File: src/rtl/imem_byte_loader.sv
// Host command engine in front of instruction memory: stages big-endian bytes into
// 32-bit words, writes completed words, reads single bytes back and gates cpu_run.
module imem_byte_loader #(
   parameter int unsigned ADDR_W    = 8,
   parameter logic [7:0]  CMD_READ  = 8'd1,
   parameter logic [7:0]  CMD_WRITE = 8'd2
) (
   input  logic              clk,
   input  logic              rst,
   input  logic [7:0]        cmd,
   input  logic              cmd_valid,
   input  logic [ADDR_W-1:0] address,
   input  logic [7:0]        data_in,
   output logic              cmd_done,
   output logic              cmd_err,
   output logic [7:0]        data_out,
   output logic              imem_we,
   output logic              imem_re,
   output logic [ADDR_W-3:0] imem_addr,
   output logic [31:0]       imem_wdata,
   input  logic [31:0]       imem_rdata,
   input  logic              start_signal,
   output logic              cpu_run
);

   typedef enum logic [2:0] {
      StIdle,
      StWr,
      StRdReq,
      StRdWait,
      StDone,
      StRelease
   } state_e;

   state_e            state_q, state_d;
   logic [ADDR_W-1:0] addr_q, addr_d;
   logic [7:0]        data_q, data_d;
   logic [23:0]       stage_q, stage_d;
   logic              err_q, err_d;
   logic              cmd_done_q, cmd_done_d;
   logic              cmd_err_q, cmd_err_d;
   logic [7:0]        data_out_q, data_out_d;
   logic              imem_we_q, imem_we_d;
   logic              imem_re_q, imem_re_d;
   logic [31:0]       imem_wdata_q, imem_wdata_d;
   logic              cpu_run_q, cpu_run_d;
   logic [1:0]        lane;

   assign lane       = addr_q[1:0];
   assign cmd_done   = cmd_done_q;
   assign cmd_err    = cmd_err_q;
   assign data_out   = data_out_q;
   assign imem_we    = imem_we_q;
   assign imem_re    = imem_re_q;
   assign imem_addr  = addr_q[ADDR_W-1:2];
   assign imem_wdata = imem_wdata_q;
   assign cpu_run    = cpu_run_q;

   always_comb begin
      state_d      = state_q;
      addr_d       = addr_q;
      data_d       = data_q;
      stage_d      = stage_q;
      err_d        = err_q;
      data_out_d   = data_out_q;
      imem_wdata_d = imem_wdata_q;
      cmd_done_d   = 1'b0;
      cmd_err_d    = 1'b0;
      imem_we_d    = 1'b0;
      imem_re_d    = 1'b0;
      cpu_run_d    = start_signal & cpu_run_q;

      unique case (state_q)
         StIdle: begin
            // A command arriving together with start_signal takes priority over run.
            if (cmd_valid) begin
               addr_d = address;
               data_d = data_in;
               if (cpu_run_q || (cmd != CMD_READ && cmd != CMD_WRITE)) begin
                  err_d   = 1'b1;
                  state_d = StDone;
               end else if (cmd == CMD_WRITE) begin
                  err_d   = 1'b0;
                  state_d = StWr;
               end else begin
                  err_d     = 1'b0;
                  imem_re_d = 1'b1;
                  state_d   = StRdReq;
               end
            end else if (start_signal) begin
               cpu_run_d = 1'b1;
            end
         end
         StWr: begin
            case (lane)
               2'd0: stage_d[23:16] = data_q;
               2'd1: stage_d[15:8]  = data_q;
               2'd2: stage_d[7:0]   = data_q;
               default: begin
                  imem_we_d    = 1'b1;
                  imem_wdata_d = {stage_q, data_q};
                  stage_d      = '0;
               end
            endcase
            state_d = StDone;
         end
         StRdReq: state_d = StRdWait;
         StRdWait: begin
            case (lane)
               2'd0:    data_out_d = imem_rdata[31:24];
               2'd1:    data_out_d = imem_rdata[23:16];
               2'd2:    data_out_d = imem_rdata[15:8];
               default: data_out_d = imem_rdata[7:0];
            endcase
            state_d = StDone;
         end
         StDone: begin
            cmd_done_d = 1'b1;
            cmd_err_d  = err_q;
            state_d    = StRelease;
         end
         StRelease: begin
            if (!cmd_valid) state_d = StIdle;
         end
         default: state_d = StIdle;
      endcase
   end

   always_ff @(posedge clk or posedge rst) begin
      if (rst) begin
         state_q      <= StIdle;
         addr_q       <= '0;
         data_q       <= '0;
         stage_q      <= '0;
         err_q        <= 1'b0;
         cmd_done_q   <= 1'b0;
         cmd_err_q    <= 1'b0;
         data_out_q   <= '0;
         imem_we_q    <= 1'b0;
         imem_re_q    <= 1'b0;
         imem_wdata_q <= '0;
         cpu_run_q    <= 1'b0;
      end else begin
         state_q      <= state_d;
         addr_q       <= addr_d;
         data_q       <= data_d;
         stage_q      <= stage_d;
         err_q        <= err_d;
         cmd_done_q   <= cmd_done_d;
         cmd_err_q    <= cmd_err_d;
         data_out_q   <= data_out_d;
         imem_we_q    <= imem_we_d;
         imem_re_q    <= imem_re_d;
         imem_wdata_q <= imem_wdata_d;
         cpu_run_q    <= cpu_run_d;
      end
   end

endmodule

File: config.mk
export PLATFORM = sky130hd
export DESIGN_NAME = imem_byte_loader
export DESIGN_NICKNAME = d
export VERILOG_FILES = /design/src/rtl/imem_byte_loader.sv
export SDC_FILE = /design/constraint.sdc
export NUM_CORES = 1
export LEC_CHECK = 0
export BUFFER_PORTS_ARGS = -buffer_cell sky130_fd_sc_hd__clkbuf_2
export CAP_MARGIN = 20
export CORE_ASPECT_RATIO = 0.6
export CORE_MARGIN = 1
export CORE_UTILIZATION = 52
export CTS_CLUSTER_SIZE = 20
export DETAILED_ROUTE_END_ITERATION = 12
export PLACE_DENSITY = 0.89
export RECOVER_POWER = 100
export SLEW_MARGIN = 40
export SYNTH_ARGS = -nofsm -noshare
export SYNTH_HDL_FRONTEND = slang
export SYNTH_SLANG_ARGS = --single-unit
export TNS_END_PERCENT = 5
File: constraint.sdc
create_clock -name clk -period 3.4 [get_ports clk]
set_clock_uncertainty 0.2 [all_clocks]
set_input_delay 0.17 -clock clk [delete_from_list [all_inputs] [get_ports clk]]
set_output_delay 0.17 -clock clk [all_outputs]
set_load 0.01 [all_outputs]
Yosys cells after proc, flatten, opt, wreduce, memory -nomap -nowiden
Index checks and enable logic that the tools add are counted.
W data, S select, Z words.
{"block": "totals", "inputBits": 60, "output_inout_bits": 51, "reg_bits": 89}
{"block": "classes", "bitwise_logic": 5, "reduce_logical": 15, "mux": 21, "n_eq_ne": 12}
{"cell": "$pmux W8 S2", "count": 3}
{"cell": "$pmux W8 S3", "count": 1}
{"cell": "$pmux W3 S5", "count": 1}
{"cell": "$mux W1", "count": 12}
{"cell": "$reduce_and A2 Y1", "count": 6}
{"cell": "$mux W3", "count": 3}
{"cell": "$eq A8 B2 Y1 const B", "count": 1}
{"cell": "$ne A8 B1 Y1 const B", "count": 1}
{"cell": "$ne A8 B2 Y1 const B", "count": 1}
{"cell": "$reduce_or A2 Y1", "count": 4}
{"cell": "$eq A3 B2 Y1 const B", "count": 2}
{"cell": "$eq A3 B3 Y1 const B", "count": 2}
{"cell": "$ne A2 B2 Y1 const B", "count": 2}
{"cell": "$not A1 Y1", "count": 4}
{"cell": "$eq A3 B1 Y1 const B", "count": 1}
{"cell": "$logic_not A3 Y1", "count": 1}
{"cell": "$reduce_or A3 Y1", "count": 1}
{"cell": "$eq A2 B1 Y1 const B", "count": 1}
{"cell": "$eq A2 B2 Y1 const B", "count": 1}
{"cell": "$logic_not A2 Y1", "count": 1}
{"cell": "$mux W2", "count": 1}
{"cell": "$and A1 B1 Y1", "count": 1}
{"cell": "$logic_and A1 B1 Y1", "count": 1}
{"cell": "$logic_or A1 B1 Y1", "count": 1}

Longest topological paths before layout
{"block": "depth", "depth_word": 6, "mapped_depth": 7}

Least setup slack after synthesis
OpenSTA, ideal clock, no wires.
{"block": "synth_path", "path_kind": "flip-flop to flip-flop", "startpoint": "register state_q[1]", "endpoint": "register imem_wdata_q[10] (netlist: imem_wdata[10])", "period_less_slack_ps": 1918, "setup_slack_ps": 1482, "setup_ps": 125, "arrival_ps": 1594, "required_ps": 3075, "path_stages_with_launch": 6, "path_cell_list": "dfrtp_1 -> buf_2 -> or3b_4 -> nor2_4 -> buf_6 -> mux2_2"}
{"block": "synth_via", "elab_chain_len": 2}
{"element": "start: declaration", "line": "35", "source": "state_e state_q, state_d;"}
{"element": "start signal: assignment", "line": "131", "source": "state_q <= StIdle;"}
{"element": "start signal: assignment", "line": "144", "source": "state_q <= state_d;"}
{"element": "$eq A3 B1 Y1", "line": "73", "source": "unique case (state_q)"}
{"element": "$reduce_and A2 Y1 (no source line)"}
{"element": "end signal: assignment", "line": "154", "source": "imem_wdata_q <= imem_wdata_d;"}
{"element": "end: declaration", "line": "45", "source": "logic [31:0] imem_wdata_q, imem_wdata_d;"}
No other way between the ends.
A chain may end at the register's enable or synchronous reset.

Worst setup path after layout
{"block": "layout_path", "startpoint": "register addr_q[0]", "endpoint": "register stage_q[14]"}
{"block": "layout_via", "elab_chain_len": 4, "word_cells_on_any_way": 7, "cone_classes": "eq/ne: 2; mux: 1; bitwise: 1; reduce/logical: 3"}
{"element": "start: declaration", "line": "36", "source": "logic [ADDR_W-1:0] addr_q, addr_d;"}
{"element": "start signal: assignment", "line": "145", "source": "addr_q <= addr_d;"}
{"element": "$eq A2 B2 Y1 or $logic_not A2 Y1 (tied branches)", "line": "95", "source": "case (lane)"}
{"element": "$reduce_or A2 Y1 (no source line)"}
{"element": "$not A1 Y1 (no source line)"}
{"element": "$reduce_and A2 Y1 (no source line)"}
{"element": "end signal: assignment", "line": "147", "source": "stage_q <= stage_d;"}
{"element": "end: declaration", "line": "38", "source": "logic [23:0] stage_q, stage_d;"}
Several ways; a longest one is shown, not always the timed one.

==> results.txt <==
outcome -> finished, violations left
failing checks -> capacitance limit, slew limit
Max FO, Critical Path -> 17
Syn Inst Count -> 305
RSZ-0062 raised after global routing -> false
number of synthesized register bits -> 89
Synth area leader -> dfrtp_1
clock tree buffer depth -> 2
number of port buffers -> 110
CP required -> 3460 ps
Unique masters post-synth -> 37
Worst-path clk slew -> 60 ps
post-detail-place hpwl -> 6151 um
worst hold-check path type -> in2reg
Yosys warnings -> 0
# setup viols final -> 0
routed len/inst -> 17.52 um
post-synthesis sequential area ratio -> 57.87%
cts bufs inserted -> 9
All-Layer GR Usage -> 24.91%
vias per cell -> 5.357
Root Driver -> clkbuf_16
PD cells -> 803.6 nW/um2
DIE AREA -> 7761 um2
Layout area overhead -> 25.10%
pin count of the biggest net entering global routing -> 47
initial drt markers -> 164
total gr overflow -> 0
synth top area cells -> dfrtp_1 (58%), mux2_2 (13%), mux2i_1 (4.2%)
Period minus WS final -> 2748 ps
Die W -> 113.1 um
# nets final -> 493
antenna-violating nets left -> 0
TNS Setup -> 0 ps
fin crit share -> 80.83%
fin util -> 69.71%
initial antenna violation count -> 0
Critical Path Start Type -> flip-flop
Slew Limit Fails -> 47
Ports -> 111
num rows -> 23
placer congestion estimate -> 0.7657
final WL -> 9129 um
CTS tree -> done
DR vias -> 2791
Residual DRC -> 0
layout cells sized above 1 -> 29.03%
Sink Count -> 89
crit end category -> flip-flop
Initial Utilization -> 55.72%
Slew @ Worst Pin -> 1927 ps
Synth Area per Inst -> 12.62 um2
TritonRoute pass-1 iters -> 5
vias in the first global route -> 2767
MaxCap Viol Count -> 1
Max VDD drop -> 0.0003536 V
P_leak -> 2.185 nW
n_diodes -> 0
Worst slew margin -> -29.20%
total chip power -> 3.869 mW
clk_lat worst skew -> 350 ps
first-pass GRT wire length -> 14040 um
Resized cells post-CTS -> 0
final hold vios -> 0
Worst Path Arrival -> 2810 ps
core footprint -> 6907 um2
H-tree depth -> 3
Mapped Area -> 3849 um2
WS Path Type -> reg2reg
share of the synthesized area in the top cell type -> 57.87%
DIE HEIGHT -> 68.64 um
Mapped Nets -> 369
Peak Freq -> 363.9 MHz
-- flip-flops by register name, summed over array words and instances (netlist names) --
name	cells
addr_q	8
cmd_done	1
cmd_err	1
cpu_run	1
data_out	8
data_q	8
err_q	1
imem_re	1
imem_wdata	32
imem_we	1
stage_q	24
state_q	3
-- where the power goes --
group          total, mW  internal [mW]  switching (mW)
registers           1.78           1.47           0.314
logic               1.17          0.522           0.647
clock network      0.918          0.512           0.405
total               3.87           2.50            1.37
-- critical path, cell delays in order, from the launching register on --
cell,delay (ps)
dfrtp_1,380
inv_1,90
ha_1,480
nor3_1,1220
mux2i_1,300
-- cells in the final DEF (no fill, tap or decap), types with 2 or more instances in the layout --
cell type and count:
a211oi_1 8, mux2_1 3, nand3b_1 2, dlygate4sd3_1 22
clkinv_2 3, nand2_1 34, mux2_2 43, nor3_1 3
clkbuf_16 9, a21o_1 8, nand4_1 2, o21ai_0 11
inv_1 19, a222oi_1 8, mux2i_1 16, ha_1 4
nor2b_1 10, o21a_1 2, nand2b_1 2, buf_4 2
clkbuf_2 61, clkbuf_1 52, dfrtp_1 89, nor4_1 2
-- layer usage --
| layer | global-route usage (%) | wire length (um) | up-vias |
|---|---|---|---|
| li1 | - | - | 1301 |
| met1 | 32.23 | 4094 | 1368 |
| met2 | 39.80 | 4163 | 107 |
| met3 | 8.741 | 720 | 15 |
| met4 | 8.553 | 150 | 0 |
| met5 | 0 | 0 | - |
-- synth_stat cells --
cell type	n
mux2_1	2
ha_1	4
o21a_1	2
or4b_1	1
buf_4	8
buf_2	7
nor2_4	1
nand2b_1	2
clkinv_1	1
o21ai_0	11
nor2_1	1
mux2i_1	16
a41oi_1	1
nand3b_1	2
nand3_1	1
nor4b_2	1
clkbuf_1	5
xnor2_1	1
inv_1	20
buf_6	3
o221ai_1	1
xor2_1	1
nor3_1	2
mux2_2	44
nand4_1	2
a22o_1	1
a21o_1	8
nor4_1	2
nor3_4	2
nand2_1	34
or3b_4	1
a222oi_1	8
a211oi_1	8
nor2b_1	10
a21oi_1	1
and2_1	1
dfrtp_1	89
-- through the flow --
| stage | std cells | setup slack (ps) | instance area, um2 | hold slack, ps |
|---|---|---|---|---|
| after detailed placement | 483 | 903.9 | 4400 | 106.1 |
| after floorplan | 305 | 723.1 | 3849 | 86.84 |
| final | 521 | 651.8 | 4815 | 27.86 |
| after global placement | 483 | 1043 | 4400 | 92.56 |
| after CTS | 521 | 888.5 | 4895 | 9.799 |
| after global routing | 521 | 440.1 | 4815 | 46.01 |
-- final cells by class --
class | instances | area (um2)
multi-input cells | 172 | 1393
clock buffers | 11 | 242.7
flip-flops and latches | 89 | 2227
repair buffers | 136 | 732.0
well taps | 87 | 108.9
clock inverters | 5 | 31.28
inverters | 21 | 80.08
fillers | 513 | 2092
-- logic make-up (layout without fill, tap and decap cells) --
group                    Yosys count  count (layout)  share of synthesized area, %
flip-flops                        89              89                         57.87
AND/OR/NAND/NOR                   63              63                         9.037
multiplexers                      62              62                         17.62
buffers and inverters             44             173                         5.884
AO/OA/AOI/OAI                     41              41                         7.835
adder cells (fa/ha/maj)            4               4                         1.300
XOR/XNOR                           2               2                        0.4552
-- path summary, 6_finish.rpt --
kind                       slack (ps)  cells past startpoint      start        endpoint
min in group asynchronous         660                      3        rst       addr_q[4]
max                               650                      4  addr_q[0]     stage_q[14]
max in group asynchronous        1010                      4        rst  imem_wdata[19]
max reg2reg                       650                      4  addr_q[0]     stage_q[14]
min                                30                      4     cmd[2]           err_q
min reg2reg                       280                      1      err_q         cmd_err
-- repair_timing --
action                                  CTS  global route
buffers inserted                          0             0
hold endpoints to repair                 63             0
endpoints found under the setup margin    0             0
hold buffers                             22             0
No activity file was read; power rests on OpenSTA's default activity.
